`config.mk`:
```
export PLATFORM = sky130hd
export DESIGN_NAME = decode_scan_n
export DESIGN_NICKNAME = d
export VERILOG_FILES = /design/src/rtl/decode_pkg.sv /design/src/rtl/decode_scan_n_onehot_dec.sv /design/src/rtl/decode_scan_n.sv
export SDC_FILE = /design/constraint.sdc
export NUM_CORES = 1
export LEC_CHECK = 0
export BUFFER_PORTS_ARGS = -buffer_cell sky130_fd_sc_hd__buf_2
export CAP_MARGIN = 20
export CORE_UTILIZATION = 50
export DETAILED_ROUTE_END_ITERATION = 10
export GPL_ROUTABILITY_DRIVEN = 0
export HOLD_SLACK_MARGIN = 0.1
export PLACE_DENSITY_LB_ADDON = 0.3
export SETUP_SLACK_MARGIN = 0.1
export SLEW_MARGIN = 20
export SYNTH_ARGS = -nofsm -noshare
export SYNTH_HDL_FRONTEND = slang
export SYNTH_SLANG_ARGS = --single-unit
```
`constraint.sdc`:
```
create_clock -name clk -period 2.85 [get_ports clk]
set_clock_uncertainty 0.1 [all_clocks]
set_input_delay 0.57 -clock clk [delete_from_list [all_inputs] [get_ports clk]]
set_output_delay 0.57 -clock clk [all_outputs]
set_load 0.02 [all_outputs]
```
`src/rtl/decode_pkg.sv`:
```
// rtl/decode_pkg.sv - mode encodings and state enumeration for the scanning decoder
package decode_pkg;

  localparam logic [1:0] MODE_DIRECT  = 2'b00;
  localparam logic [1:0] MODE_SCAN_UP = 2'b01;
  localparam logic [1:0] MODE_SCAN_DN = 2'b10;
  localparam logic [1:0] MODE_HOLD    = 2'b11;

  typedef enum logic [1:0] {
    ST_IDLE   = 2'd0,
    ST_DIRECT = 2'd1,
    ST_SCAN   = 2'd2,
    ST_HOLD   = 2'd3
  } state_t;

endpackage

```
`src/rtl/decode_scan_n_onehot_dec.sv`:
```
// rtl/decode_scan_n_onehot_dec.sv - combinational N-to-2**N one-hot decoder
module onehot_dec #(
  parameter int N = 2
) (
  input  logic [N-1:0]      addr,
  output logic [2**N-1:0]   y
);

  always_comb begin
    y       = '0;
    y[addr] = 1'b1;
  end

endmodule

```
`src/rtl/decode_scan_n.sv`:
```
// rtl/decode_scan_n.sv - registered one-hot decoder with direct, scan and hold modes
module decode_scan_n
  import decode_pkg::*;
#(
  parameter int N           = 2,
  parameter int DW          = 4,
  parameter int IDLE_ONEHOT = 0
) (
  input  logic              clk,
  input  logic              rst_n,
  input  logic              En,
  input  logic [1:0]        Mode,
  input  logic [N-1:0]      I,
  input  logic              Start,
  input  logic [DW-1:0]     Dwell,
  output logic [2**N-1:0]   Y,
  output logic [N-1:0]      Idx,
  output logic              Vld,
  output logic              Wrap,
  output logic              Busy
);

  localparam int OW = 2**N;
  localparam logic [OW-1:0] Y_IDLE = (IDLE_ONEHOT != 0) ? OW'(1) : OW'(0);

  state_t         state;
  logic [DW-1:0]  cnt;
  logic [DW-1:0]  dwell_q;
  logic           scan_mode;
  logic           load_i;
  logic [N-1:0]   step_idx;
  logic           step_wrap;
  logic [N-1:0]   dec_addr;
  logic [OW-1:0]  dec_y;

  // The single decoder sees whichever index will be registered next.
  always_comb begin
    scan_mode = (Mode == MODE_SCAN_UP) || (Mode == MODE_SCAN_DN);
    load_i    = (Mode == MODE_DIRECT) || (scan_mode && Start);
    step_idx  = (Mode == MODE_SCAN_UP) ? Idx + N'(1) : Idx - N'(1);
    step_wrap = (Mode == MODE_SCAN_UP) ? (Idx == {N{1'b1}}) : (Idx == '0);
    dec_addr  = load_i ? I : step_idx;
  end

  onehot_dec #(.N(N)) u_dec (
    .addr (dec_addr),
    .y    (dec_y)
  );

  always_ff @(posedge clk) begin
    if (!rst_n) begin
      state   <= ST_IDLE;
      Y       <= Y_IDLE;
      Idx     <= '0;
      Vld     <= 1'b0;
      Wrap    <= 1'b0;
      Busy    <= 1'b0;
      cnt     <= '0;
      dwell_q <= '0;
    end else begin
      Wrap <= 1'b0;
      if (!En) begin
        state <= ST_IDLE;
        Y     <= Y_IDLE;
        Vld   <= 1'b0;
        Busy  <= 1'b0;
        cnt   <= '0;
      end else if (Mode == MODE_DIRECT) begin
        state <= ST_DIRECT;
        Y     <= dec_y;
        Idx   <= I;
        Vld   <= 1'b1;
        Busy  <= 1'b0;
        cnt   <= '0;
      end else if (scan_mode && Start) begin
        state   <= ST_SCAN;
        Y       <= dec_y;
        Idx     <= I;
        Vld     <= 1'b1;
        Busy    <= 1'b1;
        cnt     <= '0;
        dwell_q <= Dwell;
      end else begin
        case (state)
          ST_SCAN: begin
            if (Mode == MODE_HOLD) begin
              state <= ST_HOLD;
            end else if (cnt == dwell_q) begin
              // Step boundary: the new dwell length is captured for the step being entered.
              cnt     <= '0;
              dwell_q <= Dwell;
              Idx     <= step_idx;
              Y       <= dec_y;
              Wrap    <= step_wrap;
            end else begin
              cnt <= cnt + DW'(1);
            end
          end
          ST_HOLD: begin
            if (scan_mode) state <= ST_SCAN;
          end
          default: state <= state;
        endcase
      end
    end
  end

endmodule

```
==> results of run 1 <==
sequential cells by signal (all words and copies together), names as in the netlist:
| register | count |
|---|---|
| cnt | 4 |
| dwell_q | 4 |
| state | 2 |
| Busy | 1 |
| Idx | 2 |
| Wrap | 1 |
| Vld | 1 |
| Y | 4 |
per-stage QoR:
| stage | total power [mW] | instances | setup slack (ns) | hold slack [ns] | util (%) |
|---|---|---|---|---|---|
| after floorplan | 0.359 | 115 | 0.646 | 0.347 | - |
| after global placement | 0.385 | 157 | 0.462 | 0.342 | 62.5 |
| after detailed placement | 0.388 | 157 | 0.404 | 0.347 | 62.5 |
| after CTS | 0.522 | 161 | 0.712 | 0.366 | 64.0 |
| after global routing | 0.545 | 161 | 0.567 | 0.386 | 64.0 |
| final | 0.521 | 161 | 0.697 | 0.367 | 64.0 |
synth_stat cells:
cell / count / share of area (%)
nor2b_1: 2 / 1.2
and2_1: 1 / 0.62
inv_1: 2 / 0.74
a211oi_1: 1 / 0.74
a21oi_1: 7 / 3.4
a2111oi_0: 1 / 0.86
nand2_1: 24 / 8.9
or3_1: 2 / 1.2
xnor2_1: 4 / 3.4
o22ai_1: 2 / 1.2
xor2_1: 1 / 0.86
o21ai_0: 1 / 0.49
nand2b_1: 2 / 1.2
a21boi_0: 1 / 0.74
and3_1: 1 / 0.62
mux2i_1: 8 / 7.9
nor3b_1: 2 / 1.5
or3b_1: 2 / 1.7
or3_2: 1 / 0.74
o32ai_2: 1 / 1.6
o22ai_2: 1 / 1.2
nand3_1: 3 / 1.5
clkbuf_1: 3 / 1.1
o221ai_1: 1 / 0.86
dfxtp_1: 19 / 37
a2bb2oi_1: 1 / 0.86
ha_1: 4 / 4.9
mux2_2: 2 / 2.2
nor2_1: 6 / 2.2
nor3_1: 3 / 1.5
a21o_1: 1 / 0.74
nor4b_1: 1 / 0.86
xnor3_1: 1 / 2.2
mux2_4: 1 / 1.5
nand4_1: 2 / 1.2
routing by layer:
layer	part of all wire [%]	routed length [um]	vias up
met1	46	972	397
met2	46	970	36
met4	1.5	32	0
met5	0	0	-
met3	5.5	115	4
li1	-	-	447
where the power goes:
group / total, mW / switching [mW] / leakage (nW) / internal, mW
logic: 0.103 / 0.0578 / 0.317 / 0.0449
clock network: 0.138 / 0.0854 / 0.0177 / 0.0524
registers: 0.281 / 0.00697 / 0.154 / 0.274
total: 0.521 / 0.150 / 0.488 / 0.371
cell type report:
class                      count  area [sq um]
clock buffer                   3          22.5
clock inverter                 1          5.00
fill                         159           656
inverter                       2          7.51
multi-input combinational     91           618
sequential                    19           380
tap                           25          31.3
timing repair buffer          20           100
worst reg2reg max path, cell delays in order (launching register included):
cell     delay [ns]
dfxtp_1        0.44
xnor2_1        0.16
nand4_1        0.36
o22ai_2        0.42
mux2_2         0.37
cell families (layout without fill, tap and decap cells):
| logic type | count (synthesis) | count (layout) | synth area share, % |
|---|---|---|---|
| XOR/XNOR | 6 | 6 | 6.52 |
| flip-flops | 19 | 19 | 37.4 |
| adder cells (fa/ha/maj) | 4 | 4 | 4.92 |
| AND/OR/NAND/NOR | 52 | 52 | 25.0 |
| AO/OA/AOI/OAI | 18 | 18 | 12.8 |
| buffers and inverters | 5 | 26 | 1.85 |
| multiplexers | 11 | 11 | 11.6 |
layout by cell type, fill, tap and decap left out, types with 2 or more instances in the layout:
master,n
nand4_1,2
mux2i_1,8
clkbuf_4,3
inv_1,2
nor3_1,3
nand2_1,24
nand3_1,3
buf_2,20
or3b_1,2
nand2b_1,2
mux2_2,2
nor2_1,6
ha_1,4
a21oi_1,7
dfxtp_1,19
o22ai_1,2
or3_1,2
nor2b_1,2
xnor2_1,4
nor3b_1,2
path summary, 6_finish.rpt:
check,start,end,slack [ns],depth (start not counted)
worst max register to register,cnt[2]$_SDFFE_PP0N_,Y[3]$_SDFFE_PP0P_,0.89,4
worst min-delay path,Y[2]$_SDFFE_PP0P_,Y[2]$_SDFFE_PP0P_,0.37,2
worst min register to register,Y[2]$_SDFFE_PP0P_,Y[2]$_SDFFE_PP0P_,0.37,2
worst max-delay path,Mode[0],Y[0]$_SDFFE_PP0P_,0.70,7
==> impl_metrics.csv, run 1 <==
group,metric,value,unit
clock_network,clk_pin_slew,0.10,ns
critical_path,worstSetupPathType,"input pin to flop",
finish,fin_nets,153,
sta,worst_pin_slew,0.530,ns
floorplanning,io_pins,21,
detailed_routing,vias,884,
pwr,total_leakage_power,0.488,nW
sta,setup_viol,0,
pwr,powerDensity,447,nW/um^2
detailed_routing,via_per_inst,5.49,
sta,final.setup.tns,0,ns
global_route,grt_usage,22.4,%
detailed_routing,postRouteAntennaNets,0,
global_route,busiest_layer,"met2",
critical_path,critical_path.top_delay_family,"multiplexers",
sta,rsz0062_at_grt,"false",
critical_path,crit_slowest_cell,"ha_1",
yosys,yosysUniqueCellTypes,35,
clock_network,clock_path_buffers,2,
sta,drv_slew,0,
place,port_buffers,20,
floorplanning,die_area,2220,sq um
clock_network,hold_buffers,0,
pwr,peakVddDrop,0.342,mV
detailed_routing,routed_wl,2090,um
yosys,syn_area,1020,sq um
finish,final_area,1160,sq um
critical_path,worstSetupEndpointType,"flop",
min_path,hold_class,"flop to flop",
sta,final_hold_viol_count,0,
global_route,grt_overflow,0,
critical_path,max_stage_delay,0.36,ns
detailed_routing,firstDrtPassIters,4,
yosys,synth.avg_cell_area,8.85,sq um
global_route,grtUsageMet3,2.31,%
global_route,grt_pass1_wl,3440,um
global_route,antenna_found_initial,0,
place,dpl_cell_area,1140,sq um
detailed_routing,wl_per_cell,13.0,um
clock_network,numCtsBuffers,3,
critical_path,critPathLaunchType,"input pin",
job,maxCapViolCount,0,
yosys,ys_ff_latch,19,
global_route,grt_max_degree,16,
clock_network,htree_levels,1,
yosys,yosys_warnings,0,
global_route,grtUsageMet1,30.6,%
clock_network,root_buffer,"clkbuf_4",
run_status,status,"finished clean",
sta,fin_crit_sh,75.5,%
clock_network,insertion_delay,0.30,ns
sta,max-slew-margin-rel,64.7,%
detailed_routing,route.detailed.drc,0,
floorplanning,fp-row-count,15,
clock_network,post_cts_buffers,0,
floorplanning,core_area,1820,sq um
critical_path,critical_path_buf_inv_count,2,
global_route,use_met2,34.7,%
clock_network,post_cts_resized,0,
sta,finalWorstPathRequiredPeriod,2.15,ns
finish,drive_gt1_share,22.1,%
critical_path,critPathMaxFanout,6,
floorplanning,chipHeight,47.1,um
global_route,grt_pass1_vias,783,
yosys,synth_seq_area_share,37.4,%
finish,insertedDiodeCount,0,
clock_network,cts_sinks,19,
finish,syn2layout_area_growth,14.5,%
detailed_routing,initialDrtViolationCount,28,
yosys,syn_nets,131,
critical_path,worstPathCellList,"buf_2 > inv_1 > ha_1 > a21oi_1 > mux2_4 > or3b_1 > mux2i_1",
critical_path,critPathRequiredTime,2.99,ns
place,hpwl,1560,um
sta,timing.fmax,465,MHz
yosys,synth_cells,115,
critical_path,crit_arrival,2.29,ns
floorplanning,start_util,55.9,%
clock_network,cts_tree,"yes",
floorplanning,die_w,47.1,um
Note: power is estimated with default switching activity, not from simulation.
==> inputs of run 2 (changes only) <==
--- a/config.mk
+++ b/config.mk
@@ -7,7 +7,7 @@
 export LEC_CHECK = 0
 export BUFFER_PORTS_ARGS = -buffer_cell sky130_fd_sc_hd__buf_2
 export CAP_MARGIN = 20
-export CORE_UTILIZATION = 50
+export CORE_UTILIZATION = 47
 export DETAILED_ROUTE_END_ITERATION = 10
 export GPL_ROUTABILITY_DRIVEN = 0
 export HOLD_SLACK_MARGIN = 0.1
==> constraint.sdc (replaced) <==
create_clock -name clk -period 1.8 [get_ports clk]
set_clock_uncertainty 0.1 [all_clocks]
set_input_delay 0.36 -clock clk [delete_from_list [all_inputs] [get_ports clk]]
set_output_delay 0.36 -clock clk [all_outputs]
set_load 0.02 [all_outputs]
==> run 2 against run 1 <==
Global-route usage down 1.0 points. Count of clock-buffer cells in the layout unchanged. Sequential cell count unchanged. Final area up 17%. Worst hold slack worse by 0.18 ns. Register-to-register slack worse by 0.72 ns. Critical path depth down 1. Non-clock buffer count up 14. Combinational power up 120%. Largest cell class unchanged.
==> impl_metrics.csv, run 2 (synthesized netlist as in run 1, its figures left out) <==
group,metric,value,unit
run_status,status,"finished clean",
critical_path,critical_path.top_delay_family,"multiplexers",
clock_network,htree_levels,1,
global_route,grt_pass1_wl,3970,um
pwr,switching_share,29.4,%
floorplanning,die_w,48.5,um
sta,fin_crit_sh,94.1,%
sta,hold_ws,0.191,ns
floorplanning,fp-row-count,16,
finish,fillCellCount,178,
place,port_buffers,20,
sta,timing.fmax,591,MHz
critical_path,crit_slowest_cell,"xnor3_1",
critical_path,max_stage_delay,0.37,ns
sta,rsz0062_at_grt,"true",
sta,final.setup.tns,0,ns
detailed_routing,routed_wl,2280,um
global_route,grt_max_degree,16,
detailed_routing,vias,972,
clock_network,clk_pin_slew,0.11,ns
critical_path,critPathLaunchType,"input pin",
sta,finalWorstPathRequiredPeriod,1.69,ns
floorplanning,chipHeight,48.5,um
critical_path,critical_path_buf_inv_count,1,
clock_network,cts_tree,"yes",
critical_path,worstPathCellList,"clkbuf_4 > ha_4 > xnor3_1 > mux2_4 > or3b_1 > mux2i_1",
detailed_routing,firstDrtPassIters,4,
finish,instances_no_fill,177,
detailed_routing,wl_per_cell,12.9,um
finish,syn2layout_area_growth,33.8,%
critical_path,critPathMaxFanout,5,
pwr,pwr-share-comb,25.3,%
global_route,antenna_found_initial,0,
global_route,grt_pass1_vias,925,
sta,max-slew-margin-rel,73.0,%
pwr,internal_power,0.630,mW
floorplanning,die_area,2350,sq um
clock_network,hold_buffers,0,
pwr,powerDensity,655,nW/um^2
finish,insertedDiodeCount,0,
global_route,grt_overflow,0,
place,placed_cells,172,
detailed_routing,route.detailed.drc,0,
detailed_routing,postRouteAntennaNets,0,
critical_path,worstSetupPathType,"input pin to flop",
pwr,power.switching,0.262,mW
sta,drv_slew,0,
finish,drive_gt1_share,35.3,%
finish,reg.largest.list,"Y x4, cnt x4, dwell_q x4",
clock_network,insertion_delay,0.30,ns
finish,layout_commonest_cell,"nand2_1",
detailed_routing,via_per_inst,5.49,
critical_path,crit_arrival,1.83,ns
clock_network,root_buffer,"clkbuf_4",
clock_network,clock_path_buffers,2,
clock_network,numCtsBuffers,3,
finish,fin_nets,167,
pwr,power_frac_seq,49.8,%
finish,final_cell_mix,"nand2_1, buf_2, dfxtp_1",
critical_path,r2r_slack,0.17,ns
pwr,total_leakage_power,0.566,nW
floorplanning,start_util,50.8,%
floorplanning,core_area,2000,sq um
sta,final_hold_viol_count,0,
critical_path,critPathRequiredTime,1.93,ns
critical_path,worstSetupEndpointType,"flop",
global_route,grt_usage,21.4,%
pwr,peakVddDrop,0.450,mV
sta,setup_viol,0,
place,hpwl,1690,um
detailed_routing,initialDrtViolationCount,20,
sta,worst_pin_slew,0.403,ns
clock_network,cts_sinks,19,
pwr,power,0.891,mW
job,maxCapViolCount,0,
pwr,p_clk_share,24.9,%
min_path,hold_class,"input pin to flop",
floorplanning,io_pins,21,
[run 2: repair_timing]
item	in CTS	in global routing
gates resized for setup	2	6
hold endpoints to repair	0	0
cloned	0	0
pin swaps	0	2
setup endpoints to repair	1	4
buffers inserted	1	0
[run 2: metal layers]
metal / vias up / track usage, % / share of wire (%)
li1: 478 / - / -
met1: 453 / 27.5 / 46
met2: 37 / 36.2 / 47
met3: 4 / 3.77 / 5.7
met4: 0 / 7.35 / 0.79
met5: - / 0 / 0
[run 2: area by class of cell]
type | instances | area, sq um | area share (%)
Clock buffer | 3 | 22.5 | 1.65
Clock inverter | 1 | 5.00 | 0.368
Inverter | 2 | 22.5 | 1.65
Multi-Input combinational cell | 91 | 679 | 49.9
Sequential cell | 19 | 384 | 28.2
Tap cell | 27 | 33.8 | 2.48
Timing Repair Buffer | 34 | 214 | 15.7
[run 2: worst paths after layout]
check,from,end,cells past startpoint
max reg2reg,Idx[0]$_SDFFE_PN0P_,Y[0]$_SDFFE_PP0P_,4
min,Dwell[3],dwell_q[3]$_SDFFE_PN0P_,3
max,Mode[0],Y[0]$_SDFFE_PP0P_,6
min reg2reg,Vld$_SDFFE_PP0P_,Vld$_SDFFE_PP0P_,2
[run 2: worst register-to-register path, stage by stage, from the launching register on]
cell     delay, ns
dfxtp_2       0.36
xnor3_1       0.33
mux2_4        0.29
or3b_1        0.35
mux2i_1       0.14
[run 2: per-stage QoR]
step | cell area, sq um | util, % | setup slack (ns)
floorplan | 1100 | - | -0.00838
global placement | 1300 | 65.0 | -0.180
detailed placement | 1300 | 65.0 | -0.239
CTS | 1340 | 66.9 | 0.109
global route | 1360 | 68.0 | 0.0703
finish | 1360 | 68.0 | 0.107
[run 2: power groups by stage]
stage	Clock, mW	Sequential (mW)	Combinational [mW]
global placement	0	0.453	0.213
finish	0.222	0.444	0.226
global route	0.245	0.446	0.244
floorplan	0	0.462	0.128
detailed placement	0	0.454	0.216
CTS	0.231	0.443	0.222
==> inputs of run 3 (changes only) <==
--- a/config.mk
+++ b/config.mk
@@ -8,10 +8,11 @@
 export BUFFER_PORTS_ARGS = -buffer_cell sky130_fd_sc_hd__buf_2
 export CAP_MARGIN = 20
 export CORE_UTILIZATION = 47
+export CTS_CLUSTER_DIAMETER = 30
 export DETAILED_ROUTE_END_ITERATION = 10
 export GPL_ROUTABILITY_DRIVEN = 0
 export HOLD_SLACK_MARGIN = 0.1
-export PLACE_DENSITY_LB_ADDON = 0.3
+export PLACE_DENSITY = 0.81
 export SETUP_SLACK_MARGIN = 0.1
 export SLEW_MARGIN = 20
 export SYNTH_ARGS = -nofsm -noshare
==> run 3 against run 2 <==
Count of clock-buffer cells in the layout unchanged. Die area stayed put. Combinational power about the same. Largest power group unchanged. Largest cell class unchanged. Register-to-register slack lost 0.03 ns. Non-clock buffer count shrank 1.
==> impl_metrics.csv, run 3 (synthesized netlist as in run 1, its figures left out) <==
group,metric,value,unit
run_status,status,"finished clean",
global_route,grt_usage,21.9,%
clock_network,cts_tree,"yes",
sta,setup_viol,0,
pwr,powerDensity,657,nW/um^2
detailed_routing,route.detailed.drc,0,
finish,fillCellCount,167,
floorplanning,core_area,2000,sq um
min_path,hold_class,"input pin to flop",
critical_path,crit_arrival,1.73,ns
place,port_buffers,20,
global_route,grt_max_degree,16,
finish,insertedDiodeCount,0,
sta,fin_crit_sh,92.1,%
floorplanning,die_area,2350,sq um
detailed_routing,drt-met1-wl,1080,um
sta,hold_ws,0.191,ns
finish,drive_gt1_share,36.2,%
detailed_routing,firstDrtPassIters,4,
sta,finalWorstPathRequiredPeriod,1.66,ns
floorplanning,die_w,48.5,um
pwr,power,0.893,mW
critical_path,critPathLaunchType,"flop",
detailed_routing,vias,954,
detailed_routing,wl_per_cell,13.8,um
critical_path,critPathRequiredTime,1.87,ns
critical_path,critPathMaxFanout,4,
finish,reg.largest.list,"Y x4, cnt x4, dwell_q x4",
detailed_routing,via_per_inst,5.42,
detailed_routing,postRouteAntennaNets,0,
clock_network,clk_pin_slew,0.12,ns
sta,final_hold_viol_count,0,
floorplanning,io_pins,21,
finish,fin_nets,166,
critical_path,worstSetupEndpointType,"flop",
finish,layout_commonest_cell,"nand2_1",
clock_network,cts_sinks,19,
global_route,antenna_found_initial,0,
detailed_routing,initialDrtViolationCount,19,
floorplanning,fp-row-count,16,
sta,drv_slew,0,
floorplanning,chipHeight,48.5,um
finish,syn2layout_area_growth,33.6,%
global_route,grt_pass1_vias,891,
sta,timing.fmax,603,MHz
global_route,grt_pass1_wl,3980,um
pwr,peakVddDrop,0.489,mV
clock_network,numCtsBuffers,3,
clock_network,insertion_delay,0.31,ns
sta,final.setup.tns,0,ns
detailed_routing,route.met2.wl,1230,um
finish,final_cell_mix,"nand2_1, buf_2, dfxtp_1, buf_4, mux2i_1",
critical_path,max_stage_delay,0.47,ns
clock_network,htree_levels,1,
detailed_routing,routed_wl,2420,um
place,hpwl,1940,um
clock_network,clock_path_buffers,2,
critical_path,worstSetupPathType,"flop to flop",
critical_path,worstPathCellList,"buf_4 > or3_2 > a2111oi_1",
job,maxCapViolCount,0,
global_route,grt_overflow,0,
pwr,total_leakage_power,0.563,nW
sta,max-slew-margin-rel,72.5,%
clock_network,root_buffer,"clkbuf_4",
clock_network,post_cts_buffers,0,
sta,rsz0062_at_grt,"true",
detailed_routing,topRoutingLayerUsed,"met4",
detailed_routing,wl_met3,90,um
critical_path,crit_slowest_cell,"or3_2",
floorplanning,start_util,50.8,%
sta,worst_pin_slew,0.412,ns
## run 3: cell types whose count changed in the layout (fill, tap and decap cells not counted)
cell | before | now
clkbuf_4 | 4 | 3
dfxtp_4 | 0 | 1
dfxtp_2 | 3 | 4
dfxtp_1 | 16 | 14
## run 3: power breakdown
part           leakage (nW)  switching (mW)  internal (mW)
sequential            0.157          0.0106          0.434
combinational         0.389           0.112          0.111
clock                0.0177           0.142         0.0830
total                 0.563           0.265          0.628
## run 3: critical path, delay by kind of cell (launching register included)
kind                   cells  cell delay, ns
flip-flops                 1            0.34
buffers and inverters      1            0.14
AND/OR/NAND/NOR            1            0.47
AO/OA/AOI/OAI              1            0.47
## run 3: metrics by stage
stage,setup WS (ns),area (sq um),instances,utilization (%)
final,0.142,1360,176,67.9
after global routing,0.0922,1360,176,67.9
after detailed placement,-0.240,1300,172,65.0
after floorplan,-0.00838,1100,115,-
after global placement,-0.181,1300,172,65.0
after CTS,0.107,1330,176,66.6
## run 3: cell type report
class | count | area (sq um) | area share (%)
inverter | 2 | 22.5 | 1.66
timing repair buffer | 33 | 206 | 15.2
clock inverter | 1 | 5.00 | 0.368
multi-input combinational | 91 | 679 | 50.0
clock buffer | 3 | 22.5 | 1.66
tap | 27 | 33.8 | 2.49
sequential | 19 | 389 | 28.6
## run 3: final timing paths
kind | start | end | slack [ns] | cells past startpoint
max | Idx[1]$_SDFFE_PN0P_ | Wrap$_SDFF_PP0_ | 0.14 | 3
min | Dwell[0] | dwell_q[0]$_SDFFE_PN0P_ | 0.19 | 3
max reg2reg | Idx[1]$_SDFFE_PN0P_ | Wrap$_SDFF_PP0_ | 0.14 | 3
min reg2reg | Y[2]$_SDFFE_PP0P_ | Y[2]$_SDFFE_PP0P_ | 0.38 | 2
## run 3: metal layers
metal  GRT usage [%]  vias up
met2            36.9       22
li1                -      475
met1            28.8      455
met5               0        -
met4            7.35        0
met3            2.83        2
## run 3: what timing repair did
action,CTS,global route
gates cloned,0,0
resized for setup,3,9
hold buffers,0,0
setup endpoints to repair,3,6
endpoints found under the hold margin,0,0
pin swaps,0,3
